`src/rtl/fwd_pkg.sv`:
```
// Shared encodings for the forwarding / load-use hazard controller:
// operand select codes and the hazard FSM state type.
package fwd_pkg;

    localparam logic [1:0] FWD_RF  = 2'b00;
    localparam logic [1:0] FWD_WB  = 2'b01;
    localparam logic [1:0] FWD_MEM = 2'b10;

    typedef enum logic {
        IDLE = 1'b0,
        HOLD = 1'b1
    } hz_state_t;

endpackage

```
`src/rtl/fwd_src_mux_sel.sv`:
```
// Operand select for one ID/EX source slot; the younger EX/MEM result
// takes priority over MEM/WB, and register 0 is never forwarded.
module fwd_src_mux_sel
    import fwd_pkg::*;
#(
    parameter int REG_AW = 5
) (
    input  logic [REG_AW-1:0] ex_src,
    input  logic              mem_regwrite,
    input  logic [REG_AW-1:0] mem_rd,
    input  logic              wb_regwrite,
    input  logic [REG_AW-1:0] wb_rd,
    output logic [1:0]        sel
);

    logic mem_match;
    logic wb_match;

    assign mem_match = mem_regwrite && (mem_rd != '0) && (mem_rd == ex_src);
    assign wb_match  = wb_regwrite  && (wb_rd  != '0) && (wb_rd  == ex_src);

    always_comb begin
        sel = FWD_RF;
        if (mem_match) begin
            sel = FWD_MEM;
        end else if (wb_match) begin
            sel = FWD_WB;
        end
    end

endmodule

```
`src/rtl/forward_hazard_ctrl.sv`:
```
// Forwarding select and load-use stall control for a 5-stage pipeline.
// Define FWD_PERF_CNT_EN to build the stall_cycles / fwd_hits counters.
//
// state | meaning
// IDLE  | no stall pending; a load-use hit stalls this cycle
// HOLD  | stall held for the remaining LOAD_LAT-1 cycles, hits ignored
module forward_hazard_ctrl
    import fwd_pkg::*;
#(
    parameter int NUM_SRC  = 2,
    parameter int REG_AW   = 5,
    parameter int LOAD_LAT = 1
) (
    input  logic                      clk,
    input  logic                      rst_n,
    input  logic                      id_valid,
    input  logic [NUM_SRC*REG_AW-1:0] id_src,
    input  logic [NUM_SRC-1:0]        id_src_used,
    input  logic [NUM_SRC*REG_AW-1:0] ex_src,
    input  logic                      ex_regwrite,
    input  logic                      ex_memread,
    input  logic [REG_AW-1:0]         ex_rd,
    input  logic                      mem_regwrite,
    input  logic [REG_AW-1:0]         mem_rd,
    input  logic                      wb_regwrite,
    input  logic [REG_AW-1:0]         wb_rd,
    input  logic                      flush,
    output logic [2*NUM_SRC-1:0]      fwd_sel,
    output logic                      stall,
    output logic                      bubble,
    output logic [31:0]               stall_cycles,
    output logic [31:0]               fwd_hits
);

    localparam int CW = $clog2(LOAD_LAT) + 1;

    hz_state_t       state_q, state_d;
    logic [CW-1:0]   cnt_q, cnt_d;
    logic            src_match;
    logic            load_hit;
    logic            stall_c;

    for (genvar k = 0; k < NUM_SRC; k++) begin : g_sel
        fwd_src_mux_sel #(.REG_AW(REG_AW)) u_sel (
            .ex_src       (ex_src[k*REG_AW +: REG_AW]),
            .mem_regwrite (mem_regwrite),
            .mem_rd       (mem_rd),
            .wb_regwrite  (wb_regwrite),
            .wb_rd        (wb_rd),
            .sel          (fwd_sel[2*k +: 2])
        );
    end

    always_comb begin
        src_match = 1'b0;
        for (int k = 0; k < NUM_SRC; k++) begin
            if (id_src_used[k] && (id_src[k*REG_AW +: REG_AW] == ex_rd)) begin
                src_match = 1'b1;
            end
        end
    end

    assign load_hit = id_valid && ex_memread && ex_regwrite && (ex_rd != '0) && src_match;

    always_ff @(posedge clk or negedge rst_n) begin
        if (!rst_n) begin
            state_q <= IDLE;
            cnt_q   <= '0;
        end else begin
            state_q <= state_d;
            cnt_q   <= cnt_d;
        end
    end

    always_comb begin
        state_d = state_q;
        cnt_d   = cnt_q;
        stall_c = 1'b0;
        if (flush) begin
            state_d = IDLE;
            cnt_d   = '0;
        end else begin
            case (state_q)
                IDLE: begin
                    if (load_hit) begin
                        stall_c = 1'b1;
                        if (LOAD_LAT > 1) begin
                            state_d = HOLD;
                            cnt_d   = CW'(LOAD_LAT - 1);
                        end
                    end
                end
                HOLD: begin
                    stall_c = 1'b1;
                    if (cnt_q == CW'(1)) begin
                        state_d = IDLE;
                        cnt_d   = '0;
                    end else begin
                        cnt_d = cnt_q - CW'(1);
                    end
                end
                default: begin
                    state_d = IDLE;
                    cnt_d   = '0;
                end
            endcase
        end
    end

    // Reset gates the combinational IDLE-hit path so stall is quiet during reset.
    assign stall  = stall_c && rst_n;
    assign bubble = stall;

`ifdef FWD_PERF_CNT_EN
    always_ff @(posedge clk or negedge rst_n) begin
        if (!rst_n) begin
            stall_cycles <= '0;
            fwd_hits     <= '0;
        end else begin
            if (stall && (stall_cycles != 32'hFFFF_FFFF)) begin
                stall_cycles <= stall_cycles + 32'd1;
            end
            if ((|fwd_sel) && (fwd_hits != 32'hFFFF_FFFF)) begin
                fwd_hits <= fwd_hits + 32'd1;
            end
        end
    end
`else
    assign stall_cycles = 32'd0;
    assign fwd_hits     = 32'd0;
`endif

endmodule

```
`config.mk`:
```
export PLATFORM = sky130hd
export DESIGN_NAME = forward_hazard_ctrl
export DESIGN_NICKNAME = d
export VERILOG_FILES = /design/src/rtl/fwd_pkg.sv /design/src/rtl/fwd_src_mux_sel.sv /design/src/rtl/forward_hazard_ctrl.sv
export SDC_FILE = /design/constraint.sdc
export NUM_CORES = 1
export LEC_CHECK = 0
export CAP_MARGIN = 30
export CORE_MARGIN = 8
export CORE_UTILIZATION = 30
export DETAILED_ROUTE_END_ITERATION = 8
export GPL_ROUTABILITY_DRIVEN = 0
export GPL_TIMING_DRIVEN = 0
export PLACE_DENSITY_LB_ADDON = 0.1
export SYNTH_ARGS = -nofsm -noshare
export SYNTH_HDL_FRONTEND = slang
export SYNTH_HIERARCHICAL = 1
export SYNTH_SLANG_ARGS = --single-unit
```
`constraint.sdc`:
```
create_clock -name clk -period 6.1 [get_ports clk]
set_clock_uncertainty 0.2 [all_clocks]
set_input_delay 1.22 -clock clk [delete_from_list [all_inputs] [get_ports clk]]
set_output_delay 1.22 -clock clk [all_outputs]
set_load 0.02 [all_outputs]
```
# After elaboration in Yosys (flattened, before gate mapping)
# Index checks and enable logic that the tools add are counted.
classes:
  n_addsub: 1
  eq_ne: 6
  muxes: 15
  bitwise_logic: 1
  n_reduce_logical: 17
op_table:
  columns: ["op", "count"]
  rows:
  - ["equality test 5 bit", 6]
  - ["nonzero test 5 bit", 3]
  - ["logical AND 1 bit", 13]
  - ["2-to-1 mux 1 bit", 12]
  - ["2-to-1 mux 2 bit", 2]
  - ["case mux 1 bit (2 select lines)", 1]
  - ["nonzero test 2 bit", 1]
  - ["inverter 1 bit", 1]
  - ["subtractor 1 bit (second input constant)", 1]
word_totals:
  register_bits: 2
  in_bits: 45
  word_cells: 42

# Depth between registers and ports, before layout
logic_depth:
  ltp_word: 9
  mapped_depth: 5
  ltp_nobuf: 4

# Cells and area by module
# Netlist, hierarchy kept.
modules_own_cells:
  columns: ["mod", "instances", "cells_each", "area_each_um2", "seq_area_each_um2"]
  rows:
  - ["forward_hazard_ctrl", 1, 91, 713.2, 50.0]
  - ["fwd_src_mux_sel", 2, 21, 158.9, 0.0]

# Worst setup path before layout
# No wires, ideal clock.
synth_path:
  kind: "in2out"
  start: "input port ex_rd[1]"
  end: "output port stall"
  arrival_ns: 2.446
  required_time_ns: 4.680
  setup_slack_ns: 2.234
  cell_stages: 5
  path_cell_list: "or4_1 o2111ai_1 nor3b_1 a32o_1 buf_4"
synth_via:
  elab_chain_len: 9
  word_cells_on_any_way: 13
synth_lines:
  columns: ["element", "line", "source"]
  rows:
  - ["start, declared", "forward_hazard_ctrl.sv:22", "input logic [REG_AW-1:0] ex_rd,"]
  - ["equality test 5 bit", "forward_hazard_ctrl.sv:57", "if (id_src_used[k] && (id_src[k*REG_AW +: REG_AW] == ex_rd)) begin"]
  - ["logical AND 1 bit", "forward_hazard_ctrl.sv:57", null]
  - ["2-to-1 mux 1 bit (2 in a row)", "forward_hazard_ctrl.sv:57", null]
  - ["logical AND 1 bit *", "forward_hazard_ctrl.sv:63", "assign load_hit = id_valid && ex_memread && ex_regwrite && (ex_rd != '0) && src_match;"]
  - ["2-to-1 mux 1 bit *", "forward_hazard_ctrl.sv:85", "if (load_hit) begin"]
  - ["case mux 1 bit (2 select lines) *", "forward_hazard_ctrl.sv:83", "case (state_q)"]
  - ["2-to-1 mux 1 bit *", "forward_hazard_ctrl.sv:79", "if (flush) begin"]
  - ["logical AND 1 bit *", "forward_hazard_ctrl.sv:111", "assign stall = stall_c && rst_n;"]
  - ["end, declared", "forward_hazard_ctrl.sv:29", "output logic stall,"]
# Mark *: on every way between the ends. The rest lies on a longest branch, timed or not.

# Worst setup path after layout
# Same ends and word-level chain as after synthesis.

==> results by stage <==
Run status:
- The flow ran to the end, and the final reports show no timing, DRC or antenna violations.

Setup path:
- The startpoint class of the critical path is an input port.
- The category of the worst setup path capture point is an output port.
- The largest driver fanout on the critical path is 3.
- STA puts the critical path data required time at roughly 4700 ps.
- The cell type of the slowest stage on the worst timing path is sky130_fd_sc_hd__or4_1.
- Traced cell by cell, the critical path runs through clkdlybuf4s50_1 -> or4_1 -> o2111ai_1 -> nor3b_1 -> a32o_1 -> buf_4 -> clkdlybuf4s50_1.
- The critical path's most frequent cell is sky130_fd_sc_hd__clkdlybuf4s50_1.
- The critical path in this run is classified as input port to output port.
- At the worst endpoint, the arrival time is about 3500 ps.
- The biggest cell delay along the critical path is ~570 ps.

Drt:
- The DRC violations left is 0.
- Dividing the detail-routed via count by the number of cells gives 3.36.
- The number of iterations in the first detailed-routing pass is 2.
- The first routing iteration left 16 violations.
- The count of nets left with antenna violations after detail routing is 0.
- The routed wirelength normalized by instance count is around 11 um.
- The total wire length after detailed routing is around 3100 um.
- The detailed router placed 991 vias in this run.

Power and ir drop:
- VDD sags by at most about 60 uV.
- The leakage power total is 0.932 nW.
- Power spread over the standard cell area amounts to just over 90 mW/mm2.

Yosys:
- In the synthesized netlist the async set-or-reset flop fraction comes to 100%.
- The average instance in the mapped netlist occupies around 7.8 um2.
- The number of synthesis warnings is 6.
- The share of the yosys chip area belonging to registers is 4.85%.
- Counting flops and latches in the post-synthesis netlist gives 2.
- Counting flops with a built-in enable in the synthesized netlist gives 0.
- The cell type with the highest aggregate area in the netlist is sky130_fd_sc_hd__buf_4.
- The count of cell types in the netlist is 21.
- The most used flip-flop cell after synthesis is sky130_fd_sc_hd__dfrtp_1.
- After technology mapping, the gate count stands at 133.
- The share of the synthesized area in the top cell type is between 40% and 50%.
- After synthesis, the cell types taking the most area are sky130_fd_sc_hd__buf_4 49%, sky130_fd_sc_hd__xnor2_1 18%, sky130_fd_sc_hd__xor2_1 5.1%.
- In this run the cell area of the synthesized design comes to about 0.0010 mm2.

Global route:
- The total congestion overflow is 0.
- The first global-routing pass estimated roughly 4600 um of wire.
- The pin count of the biggest net entering global routing is 5.
- The number of global-route vias before repair is 1059.
- Global routing used 10.3% of the available tracks.
- The initial antenna violation count was 0.

Timing:
- The final count of hold timing violations is 0.
- The number of slew-limit violations in the final report came to 0.
- The final number of setup-violating endpoints is 0.
- The highest attainable clock frequency is ~200 MHz.
- The final critical-path required period is about 5000 ps.
- Setup repair after global routing left no endpoint under its margin.
- The worst path uses between 80% and 90% of the clock period.
- For the final routed database, the setup TNS stands at 0 ps.

CTS:
- The clock slew seen by the registers of the worst setup and hold paths is roughly 30 ps.
- The TritonCTS sink count is 2.
- The clock network latency to the later pin of the worst-skew pair is between 200 and 250 ps.
- The number of cells upsized or downsized after cts is 0.
- The maximum level of the CTS H-tree is 1.
- Buffers inserted to repair hold after CTS numbered 0.
- In this run, CTS created clock tree buffers numbering 3.
- TritonCTS built the clock tree.
- In this run the post-CTS setup repair buffer count came out at 0.
- The root buffer cell chosen for the clock tree is sky130_fd_sc_hd__clkbuf_4.
- In this run the deepest clock path goes through 2 buffers.

Floorplanning:
- The core outline area is roughly 0.0033 mm2.
- The effective utilization at floorplan is just over 30%.
- The floorplan step set the die width to ~75 um.
- The total number of placement rows is 21.
- The die height is 74.6 um.
- The die covers approximately 0.0056 mm2.
- The top-level port count is 115.

Run:
- The total of max-cap violations is 0.

Layout:
- The antenna diode count is 0.
- Relative to the synthesized area, the layout overhead comes to 79.2%.
- In the final layout, the share of cells above drive strength 1 is between 30% and 40%.
- The number of cells in the finished layout apart from fillers is between 200 and 300.
- After filler insertion, the fill cell instance count of the layout stands at 330.
- At the end of the flow, the number of nets in the layout was between 200 and 300.

Min path:
- The class of the tightest hold or removal check is flip-flop to flip-flop.

Place:
- The total instance count after detailed placement is roughly 300.
- The HPWL after detailed placement is 3010 um.
- The number of buffers inserted by port buffering is 50.
## Yosys cell counts (2+ instances only)
library cell,n
sky130_fd_sc_hd__nor3_2,2
sky130_fd_sc_hd__dfrtp_1,2
sky130_fd_sc_hd__a21oi_1,2
sky130_fd_sc_hd__nor3_1,4
sky130_fd_sc_hd__nand4_1,2
sky130_fd_sc_hd__xnor2_1,21
sky130_fd_sc_hd__o41ai_2,2
sky130_fd_sc_hd__xor2_1,6
sky130_fd_sc_hd__nor3b_1,2
sky130_fd_sc_hd__nand2_1,6
sky130_fd_sc_hd__buf_4,67
sky130_fd_sc_hd__nor4_1,2
sky130_fd_sc_hd__a211oi_2,2
sky130_fd_sc_hd__nor2_1,3
sky130_fd_sc_hd__nand3_1,4
## final cells by class
class                           count  area [um2]  share of cell area [%]
Timing Repair Buffer               50         500                    27.1
Buffer                             67         503                    27.2
Tap cell                           46        57.6                    3.11
Inverter                            1        3.75                   0.203
Multi-Input combinational cell    126         711                    38.5
Sequential cell                     2        50.0                    2.71
Clock buffer                        3        22.5                    1.22
## cells in the final DEF (no fill, tap or decap)
cell type	count
sky130_fd_sc_hd__dfrtp_1	2
sky130_fd_sc_hd__conb_1	64
sky130_fd_sc_hd__nand2_1	6
sky130_fd_sc_hd__nand3_1	4
sky130_fd_sc_hd__clkbuf_4	3
sky130_fd_sc_hd__nor4_1	2
sky130_fd_sc_hd__nor3_1	4
sky130_fd_sc_hd__o2111ai_1	1
sky130_fd_sc_hd__inv_1	1
sky130_fd_sc_hd__o22ai_1	1
sky130_fd_sc_hd__buf_4	67
sky130_fd_sc_hd__a21oi_1	2
sky130_fd_sc_hd__nor3_2	2
sky130_fd_sc_hd__or4_1	1
sky130_fd_sc_hd__a211oi_2	2
sky130_fd_sc_hd__nand4_1	2
sky130_fd_sc_hd__xor2_1	6
sky130_fd_sc_hd__xnor2_1	21
sky130_fd_sc_hd__nor3b_1	2
sky130_fd_sc_hd__a32o_1	1
sky130_fd_sc_hd__nor2_1	3
sky130_fd_sc_hd__clkdlybuf4s50_1	50
sky130_fd_sc_hd__o41ai_2	2
## worst max-delay path: cells and delay by family
family | cells | cell delay [ps]
simple gates | 2 | 650
compound gates | 2 | 470
buf+inv | 3 | 1120
## worst paths after layout
path                               start       to  slack, ps  cells after the start
worst max-delay path            ex_rd[1]    stall       1210                      7
worst min-delay path               cnt_q  state_q        250                      1
worst max register to register   state_q    cnt_q       5180                      2
worst min register to register     cnt_q  state_q        250                      1
max in group asynchronous          rst_n    cnt_q       4570                      1
min in group asynchronous          rst_n  state_q        980                      1
## routing by layer
metal  GRT usage, %  wire length, um  vias up
li1               -                -      542
met1           10.7             1100      389
met2           19.3             1630       58
met3           3.46              357        2
met4           2.61               14        0
met5              0                0        -
## power breakdown
| part | switching (mW) | internal [mW] | leakage, nW | total [mW] |
|---|---|---|---|---|
| Clock | 0.00725 | 0.0217 | 0.0138 | 0.0289 |
| Sequential | 0.0000000000000000102 | 0.0134 | 0.0280 | 0.0134 |
| Combinational | 0.0637 | 0.0668 | 0.890 | 0.130 |
| Total | 0.0709 | 0.102 | 0.932 | 0.173 |
## state kept, by name, summed over array words and instances, names as in the netlist
name     flops
state_q      1
cnt_q        1
## metrics by stage
step                util, %  hold slack, ps  instance area (um2)  power (mW)  setup WS [ps]
global placement       55.1             240                 1830       0.141           1200
floorplan                 -             226                 1270       0.101           2230
CTS                    55.8             254                 1850       0.172           1200
global route           55.8             264                 1850       0.187           1110
detailed placement     55.1             249                 1830       0.141           1210
finish                 55.8             249                 1850       0.173           1210
## cells by family (layout without fill, tap and decap cells)
family	Yosys count	in the layout	synth area share [%]
simple gates	26	26	13.7
buf+inv	68	121	49.1
compound gates	9	9	8.98
flops	2	2	4.85
other cells	1	64	0.364
xor+xnor	27	27	22.9
(Power assumes the default switching activity.)
